===== src/rtl/fpu_issue_sched.sv =====
`default_nettype none
// ============================================================================
// Module   : fpu_issue_sched
// Purpose  : Issue scheduler between the core FP request port and the FPU
//            wrapper. Allows back-to-back issue by tracking, per future edge,
//            whether a result is due (resv) and which tag it belongs to
//            (tag_slot). A request is only accepted if its writeback edge is
//            free, so no two results ever complete on the same edge.
// Ports    : clk, rstn              clock / async active-low reset
//            req_valid/ready        core request handshake (ready is comb.)
//            req_ctl/x1/x2/tag      opcode, operands, destination tag
//            fpu_en/ctl/x1/x2       issue strobe and held operands to FPU
//            fpu_y/fpu_ready        FPU result and its valid
//            res_valid/data/tag     one-cycle tagged result to core
//            busy                   anything issued or in flight
//            err_illegal            sticky: unsupported opcode accepted
//            err_protocol           sticky: fpu_ready disagreed with schedule
// Revision : 1.0  initial release
// ============================================================================
module fpu_issue_sched #(
  parameter int TAG_W    = 4,
  parameter int LAT_ADD  = 2,
  parameter int LAT_MUL  = 2,
  parameter int LAT_INV  = 4,
  parameter int LAT_DIV  = 6,
  parameter int LAT_MISC = 1,
  parameter int MAX_LAT  = 8
) (
  input  logic             clk,
  input  logic             rstn,
  input  logic             req_valid,
  output logic             req_ready,
  input  logic [3:0]       req_ctl,
  input  logic [31:0]      req_x1,
  input  logic [31:0]      req_x2,
  input  logic [TAG_W-1:0] req_tag,
  output logic             fpu_en,
  output logic [3:0]       fpu_ctl,
  output logic [31:0]      fpu_x1,
  output logic [31:0]      fpu_x2,
  input  logic [31:0]      fpu_y,
  input  logic             fpu_ready,
  output logic             res_valid,
  output logic [31:0]      res_data,
  output logic [TAG_W-1:0] res_tag,
  output logic             busy,
  output logic             err_illegal,
  output logic             err_protocol
);

  localparam int RW = MAX_LAT + 2;          // reservation vector is [RW:1]
  localparam int LW = $clog2(RW + 1);       // wide enough to index slot RW

  localparam logic [3:0] OP_FADD  = 4'd2;
  localparam logic [3:0] OP_FSUB  = 4'd3;
  localparam logic [3:0] OP_FMUL  = 4'd4;
  localparam logic [3:0] OP_FINV  = 4'd5;
  localparam logic [3:0] OP_FDIV  = 4'd6;
  localparam logic [3:0] OP_FHALF = 4'd7;
  localparam logic [3:0] OP_FEQ   = 4'd11;
  localparam logic [3:0] OP_FLE   = 4'd12;
  localparam logic [3:0] OP_FABS  = 4'd13;
  localparam logic [3:0] OP_FNEG  = 4'd14;

  logic [LW-1:0]    lat;
  logic             legal;
  logic [LW-1:0]    chk_idx;
  logic [LW-1:0]    slot_idx;
  logic             accept;
  logic             issue;
  logic [RW:1]      resv;
  logic [RW:1]      resv_nxt;
  logic [TAG_W-1:0] tag_slot [1:RW];
  logic [TAG_W-1:0] tag_nxt  [1:RW];

  // Latency lookup for the opcode currently presented by the core.
  always_comb begin
    legal = 1'b1;
    lat   = '0;
    case (req_ctl)
      OP_FADD, OP_FSUB:                       lat = LW'(LAT_ADD);
      OP_FMUL:                                lat = LW'(LAT_MUL);
      OP_FINV:                                lat = LW'(LAT_INV);
      OP_FDIV:                                lat = LW'(LAT_DIV);
      OP_FHALF, OP_FEQ, OP_FLE, OP_FABS,
      OP_FNEG:                                lat = LW'(LAT_MISC);
      default:                                legal = 1'b0;
    endcase
  end

  // The new reservation lands in slot L+1 after this edge's shift, i.e. it
  // collides with whatever currently sits in slot L+2.
  assign chk_idx  = lat + LW'(2);
  assign slot_idx = lat + LW'(1);

  // Illegal opcodes are always accepted so they get flagged rather than stall.
  assign req_ready = legal ? ~resv[chk_idx] : 1'b1;
  assign accept    = req_valid & req_ready;
  assign issue     = accept & legal;

  assign busy = fpu_en | (|resv);

  // Shift the schedule by one edge and insert the new reservation. L >= 1, so
  // the insertion never touches slot 1 and cannot clash with writeback.
  always_comb begin
    resv_nxt = {1'b0, resv[RW:2]};
    for (int i = 1; i < RW; i++) begin
      tag_nxt[i] = tag_slot[i+1];
    end
    tag_nxt[RW] = '0;
    if (issue) begin
      resv_nxt[slot_idx] = 1'b1;
      tag_nxt[slot_idx]  = req_tag;
    end
  end

  always_ff @(posedge clk or negedge rstn) begin
    if (!rstn) begin
      fpu_en       <= 1'b0;
      fpu_ctl      <= '0;
      fpu_x1       <= '0;
      fpu_x2       <= '0;
      res_valid    <= 1'b0;
      res_data     <= '0;
      res_tag      <= '0;
      err_illegal  <= 1'b0;
      err_protocol <= 1'b0;
      resv         <= '0;
      tag_slot     <= '{default: '0};
    end else begin
      fpu_en <= issue;
      if (issue) begin
        fpu_ctl <= req_ctl;
        fpu_x1  <= req_x1;
        fpu_x2  <= req_x2;
      end
      if (accept && !legal) begin
        err_illegal <= 1'b1;
      end

      // Writeback is driven by the schedule, not by fpu_ready: a scheduled
      // result is always returned (with whatever fpu_y holds) so the core
      // never waits forever on a tag; a mismatch is only flagged.
      res_valid <= resv[1];
      if (resv[1]) begin
        res_data <= fpu_y;
        res_tag  <= tag_slot[1];
      end
      if (resv[1] != fpu_ready) begin
        err_protocol <= 1'b1;
      end

      resv     <= resv_nxt;
      tag_slot <= tag_nxt;
    end
  end

endmodule
`default_nettype wire

===== config.mk =====
export PLATFORM = sky130hd
export DESIGN_NAME = fpu_issue_sched
export DESIGN_NICKNAME = d
export VERILOG_FILES = /design/src/rtl/fpu_issue_sched.sv
export SDC_FILE = /design/constraint.sdc
export NUM_CORES = 1
export LEC_CHECK = 0
export CORE_MARGIN = 5
export CORE_UTILIZATION = 45
export DETAILED_ROUTE_END_ITERATION = 6
export GPL_TIMING_DRIVEN = 0
export PLACE_DENSITY = 0.86
export SYNTH_ARGS = -nofsm -noshare
export SYNTH_HDL_FRONTEND = slang
export SYNTH_SLANG_ARGS = --single-unit

===== constraint.sdc =====
create_clock -name clk -period 6.17 [get_ports clk]
set_input_delay 1.851 -clock clk [delete_from_list [all_inputs] [get_ports clk]]
set_output_delay 1.851 -clock clk [all_outputs]
set_load 0.01 [all_outputs]

* Yosys cells after proc, flatten, opt, wreduce, memory -nomap -nowiden
Cells that the tools add are included.
Operators by class: add/subtract/negate cells 2, order comparisons 5, equal/unequal tests 11, muxes and demuxes 12, bitwise gates (word level) 6, reductions and logical operators 8
Operators by type and width (number):
- bitwise mux 40 bit | 1
- two-way mux 40 bit | 1
- OR reduction 10 bit | 2
- demux 4 bit (select 4 bit) | 1
- equality test 4 x 3 -> 1 bit (second input constant) | 4
- equality test 4 bit (second input constant) | 4
- one-hot mux 3 bit (4 select lines) | 1
- less-than comparator 4 x 5 -> 1 bit (second input constant) | 2
- two-way mux 10 bit | 1
- OR 9 x 10 -> 10 bit | 1
- equality test 4 x 2 -> 1 bit (second input constant) | 2
- >= comparator 5 bit (second input constant) | 1
- less-than comparator 5 x 1 -> 1 bit (second input constant) | 1
- inverter 4 -> 5 bit | 1
- OR reduction 5 bit | 1
- adder 4 x 1 -> 4 bit (second input constant) | 1
- adder 4 x 2 -> 4 bit (second input constant) | 1
- binary-select mux 1 bit (select 4 bit) | 1
- demux 1 bit (select 4 bit) | 1
- >= comparator 4 x 1 -> 1 bit (second input constant) | 1
- two-way mux 1 bit | 4
- two-way mux 4 bit | 1
- logical AND 1 bit | 3
- OR reduction 3 bit | 1
- other kinds (5) | 6
Word-level totals: bits in registers 158, bits of input ports 108, output and inout port bits 110, logic and storage cells 64

* Logic depth before layout (Yosys ltp)
depth after elaboration 11, depth in mapped cells 13, mapped depth without buffers 10

* Worst setup path before layout
Ideal clock, no wire load.
path kind input to output, start input port req_ctl[1], end output port req_ready, arrival 3762 ps, required time 4319 ps, path slack 557 ps, cell stages on the path 10, buffers on the path 2, path through buf_4 buf_6 xor2_1 and3_1 ha_1 or3b_1 nor2_1 a211oi_2 nand4_2 or2_2
On the way: word-level cells in the longest chain between the ends 8, elaborated cells between the ends (all ways) 20, those cells by class add/sub (1); eq/ne (10); mux (5); bitwise (1); reduce/logical (3)
RTL lines:
- start, declared | line 33 | input logic [3:0] req_ctl,
- equality test 4 x 3 -> 1 bit, or another cell as far along | line 80 | case (req_ctl)
- OR reduction 5 bit or OR reduction 3 bit (tied branches)
- one-hot mux 3 bit (4 select lines) | line 80
- adder 4 x 2 -> 4 bit | line 93 | assign chk_idx = lat + LW'(2);
- binary-select mux 1 bit (select 4 bit) | line 97 | assign req_ready = legal ? ~resv[chk_idx] : 1'b1;
- two-way mux 1 bit (not written as such) | line 97
- inverter 1 bit | line 97
- two-way mux 1 bit (*) | line 97
- end, declared | line 32 | output logic req_ready,
Mark *: on every way between the ends. The rest lies on a longest branch, timed or not. The select of a mux whose other input is x is not followed.

* Worst setup path after layout
start input port req_ctl[0], end output port req_ready
The elaborated chain is that of the path after synthesis.

==> run summary <==
Reg-to-Reg End -> fpu_x2[28]
Share of cells above drive strength 1 -> 28.3%
Worst reg-to-reg path cell count -> 9
Initial core utilization -> 46.1%
Slew Limit Fails -> 0
Hold_sp -> resv[1]
Switching share of power -> 24.9%
Most frequent cells in the layout -> clkdlybuf4s50_1, dfrtp_1, mux2_2
Crit end category -> primary output
Commonest non-fill, non-tap cell in the layout -> clkdlybuf4s50_1
Slew margin rel. -> 49.2%
GP Congestion -> 0.871
Final Hold Viols -> 0
Worst path cell trace -> clkdlybuf4s15_2, buf_6, xor2_1, and3_2, ha_4, or3b_4, nor2_1, a211oi_2, nand4_2, or2_2, dlymetal6s2s_1
First-pass GRT wire length -> 23.4 mm
P per Cell Area -> 364 nW/um^2
Register area share after synthesis -> 64.5%
Clock buffer depth -> 2
TritonCTS Buffers -> 17
Kind of critical path -> input pin to primary output
P_sw -> 0.000835 W
Mapped Avg Cell Area -> 15.4 um^2
Die area -> 16100 um^2
Pin slew with the least headroom to its limit -> 0.761 ns
Die X -> 127 um
N_diodes -> 0
Cell Count, Final, Fillers Out -> 823
Largest net degree at the start of global routing -> 81
Lkg Pwr -> 4.02 nW
Nets@finish -> 743
Grt total ovfl -> 0
MaxCap Viol Count -> 0
Area Overhead vs Synth -> 50.5%
Reg2Reg Setup Slack -> 3.81 ns
H-tree Lvls -> 4
Fillers -> 904
Post-synth cell types -> 47
Number of port buffers -> 215
Die Ht -> 127 um
Syn nets -> 507
CP arrival -> 4.01 ns
Design Area, Final -> 9220 um^2
Sequential share of power -> 39.6%
Worst VDD drop -> 224 uV
Antenna viol nets, final -> 0
Worst setup SP type -> input pin
TritonCTS clock tree -> built
Status -> complete, no violations
Placed Area -> 8530 um^2
CP max stage delay -> 0.30 ns
TritonRoute pass-1 iters -> 4
Clock Tree Root -> clkbuf_16
Clock share of power -> 33.9%
Core footprint -> 13300 um^2
WP data required -> 4.32 ns
Total Power -> 0.00336 W
Cell row count -> 42
FF-to-FF Start -> resv[7]
Worst Hold Depth -> 0
Sink Count -> 158
Pre-CTS WS -> -0.578 ns
Sequential Area -> 3950 um^2
Synth async-reset ratio -> 100%
Synth Register Bits -> 158
Vias in the first global route -> 4439
Synth Warn # -> 0
WL final -> 14.8 mm
Post-DP HPWL -> 11.0 mm
Number of flops mapped to enable cells by yosys -> 0
Clock transition at path regs -> 0.06 ns
DR WL/cell -> 18.0 um
DRC -> 0
Via count -> 4003
DRT iter0 DRCs -> 156
Worst Hold Class -> register to register
Slowest cell on crit path -> or2_2
Logic pwr share -> 26.5%
Period Utilization, post-route -> 95.0%
Internal Power -> 0.00252 W
Mapped cell area -> 6130 um^2
Placed cell count -> 790
Post-Syn Instances -> 398
Clk_lat worst skew -> 0.41 ns
F_max -> 171 MHz
Ys flop type -> dfrtp_1
Worst-path maximum fanout -> 10
Via-to-Cell Ratio -> 4.86
Antenna violations before repair -> 0
Multi-input logic area -> 1940 um^2
Setup-failing EPs final -> 0
Total GRT Usage -> 18.7%
Final min period -> 5.86 ns
Worst clock skew -> 0.00481 ns
Hold endpoint -> res_valid
I/O pins -> 218
RSZ-0062 raised after global routing -> false
Final WS setup -> 0.310 ns
[routing by layer]
| metal | global-route usage, % | routed length [um] | up-vias |
|---|---|---|---|
| li1 | - | - | 1850 |
| met1 | 22.0 | 5910 | 1960 |
| met2 | 32.1 | 7520 | 163 |
| met3 | 5.67 | 980 | 30 |
| met4 | 7.57 | 372 | 0 |
| met5 | 0 | 0 | - |
[state kept, by name, summed over array words and instances (netlist names)]
register / flops
err_illegal: 1
fpu_x2: 32
res_tag: 4
res_valid: 1
fpu_x1: 32
tag_slot: 40
err_protocol: 1
res_data: 32
fpu_ctl: 4
fpu_en: 1
resv: 10
[kinds of logic (layout without fill, tap and decap cells)]
group / after synthesis / in the layout / share of synthesized area (%)
flops: 158 / 158 / 64.5
xor+xnor: 3 / 3 / 0.429
simple gates: 41 / 41 / 4.10
buf+inv: 47 / 296 / 4.12
mux: 121 / 121 / 22.8
compound gates: 27 / 27 / 3.86
fa+ha+maj: 1 / 1 / 0.204
[cells in the mapped netlist, drive strengths merged (2+ instances only)]
cell type	instances	area, um^2
o21ai	7	46.3
xnor2	2	17.5
a211oi	4	35.0
nor4	3	18.8
and2	5	31.3
nor3	4	20.0
clkbuf	29	109
o2111a	3	33.8
inv	4	15.0
nor2	4	15.0
or2	4	25.0
nand2	4	17.5
nand2b	7	43.8
buf	14	129
mux2	120	1390
dfrtp	158	3950
nand3	2	10.0
a21oi	2	10.0
and4b	2	20.0
[critical path, delay by kind of cell]
kind | cells | cell delay (ns)
AOI/OAI and AO/OA | 1 | 0.22
adders and majority gates | 1 | 0.24
and+or+nand+nor | 5 | 0.97
buffers and inverters | 3 | 0.57
xor gates and xnor gates | 1 | 0.15
[stage by stage]
stage / util, % / hold WS, ns / TNS, ns
6_report: 69.4 / 0.409 / 0
5_1_grt: 69.4 / 0.432 / 0
4_1_cts: 69.3 / 0.416 / 0
3_5_place_dp: 64.2 / 0.400 / -0.578
3_3_place_gp: 63.9 / 0.400 / -416.65
2_1_floorplan: - / 0.370 / 0
[area by class of cell]
class	instances	share of cell area, %
inverter	4	0.163
timing repair buffer	217	23.8
buffer	43	2.69
tap	176	2.39
multi-input combinational	193	21.1
clock buffer	19	4.80
sequential	158	42.9
clock inverter	13	2.28
[how the worst max path moves through the flow]
stage,end,cells after the start,start
floorplan,req_ready,10,req_ctl[1]
global placement,res_data[3],1,rstn
detailed placement,req_ready,11,req_ctl[0]
CTS,req_ready,11,req_ctl[2]
global route,req_ready,11,req_ctl[0]
finish,req_ready,11,req_ctl[0]
[power by group through the flow]
stage | registers (W) | clock network [W] | logic [W]
final | 0.00133 | 0.00114 | 0.000891
after CTS | 0.00133 | 0.00116 | 0.000907
after floorplan | 0.00143 | 0 | 0.000268
after global placement | 0.00134 | 0 | 0.000880
after detailed placement | 0.00135 | 0 | 0.000900
after global routing | 0.00136 | 0.00121 | 0.000948
[repair_timing]
item,CTS,global route
pin swaps,0,0
resized for setup,9,4
setup buffers,1,0
endpoints found under the setup margin,1,1
hold buffers,0,0
No activity file was read; power rests on OpenSTA's default activity.
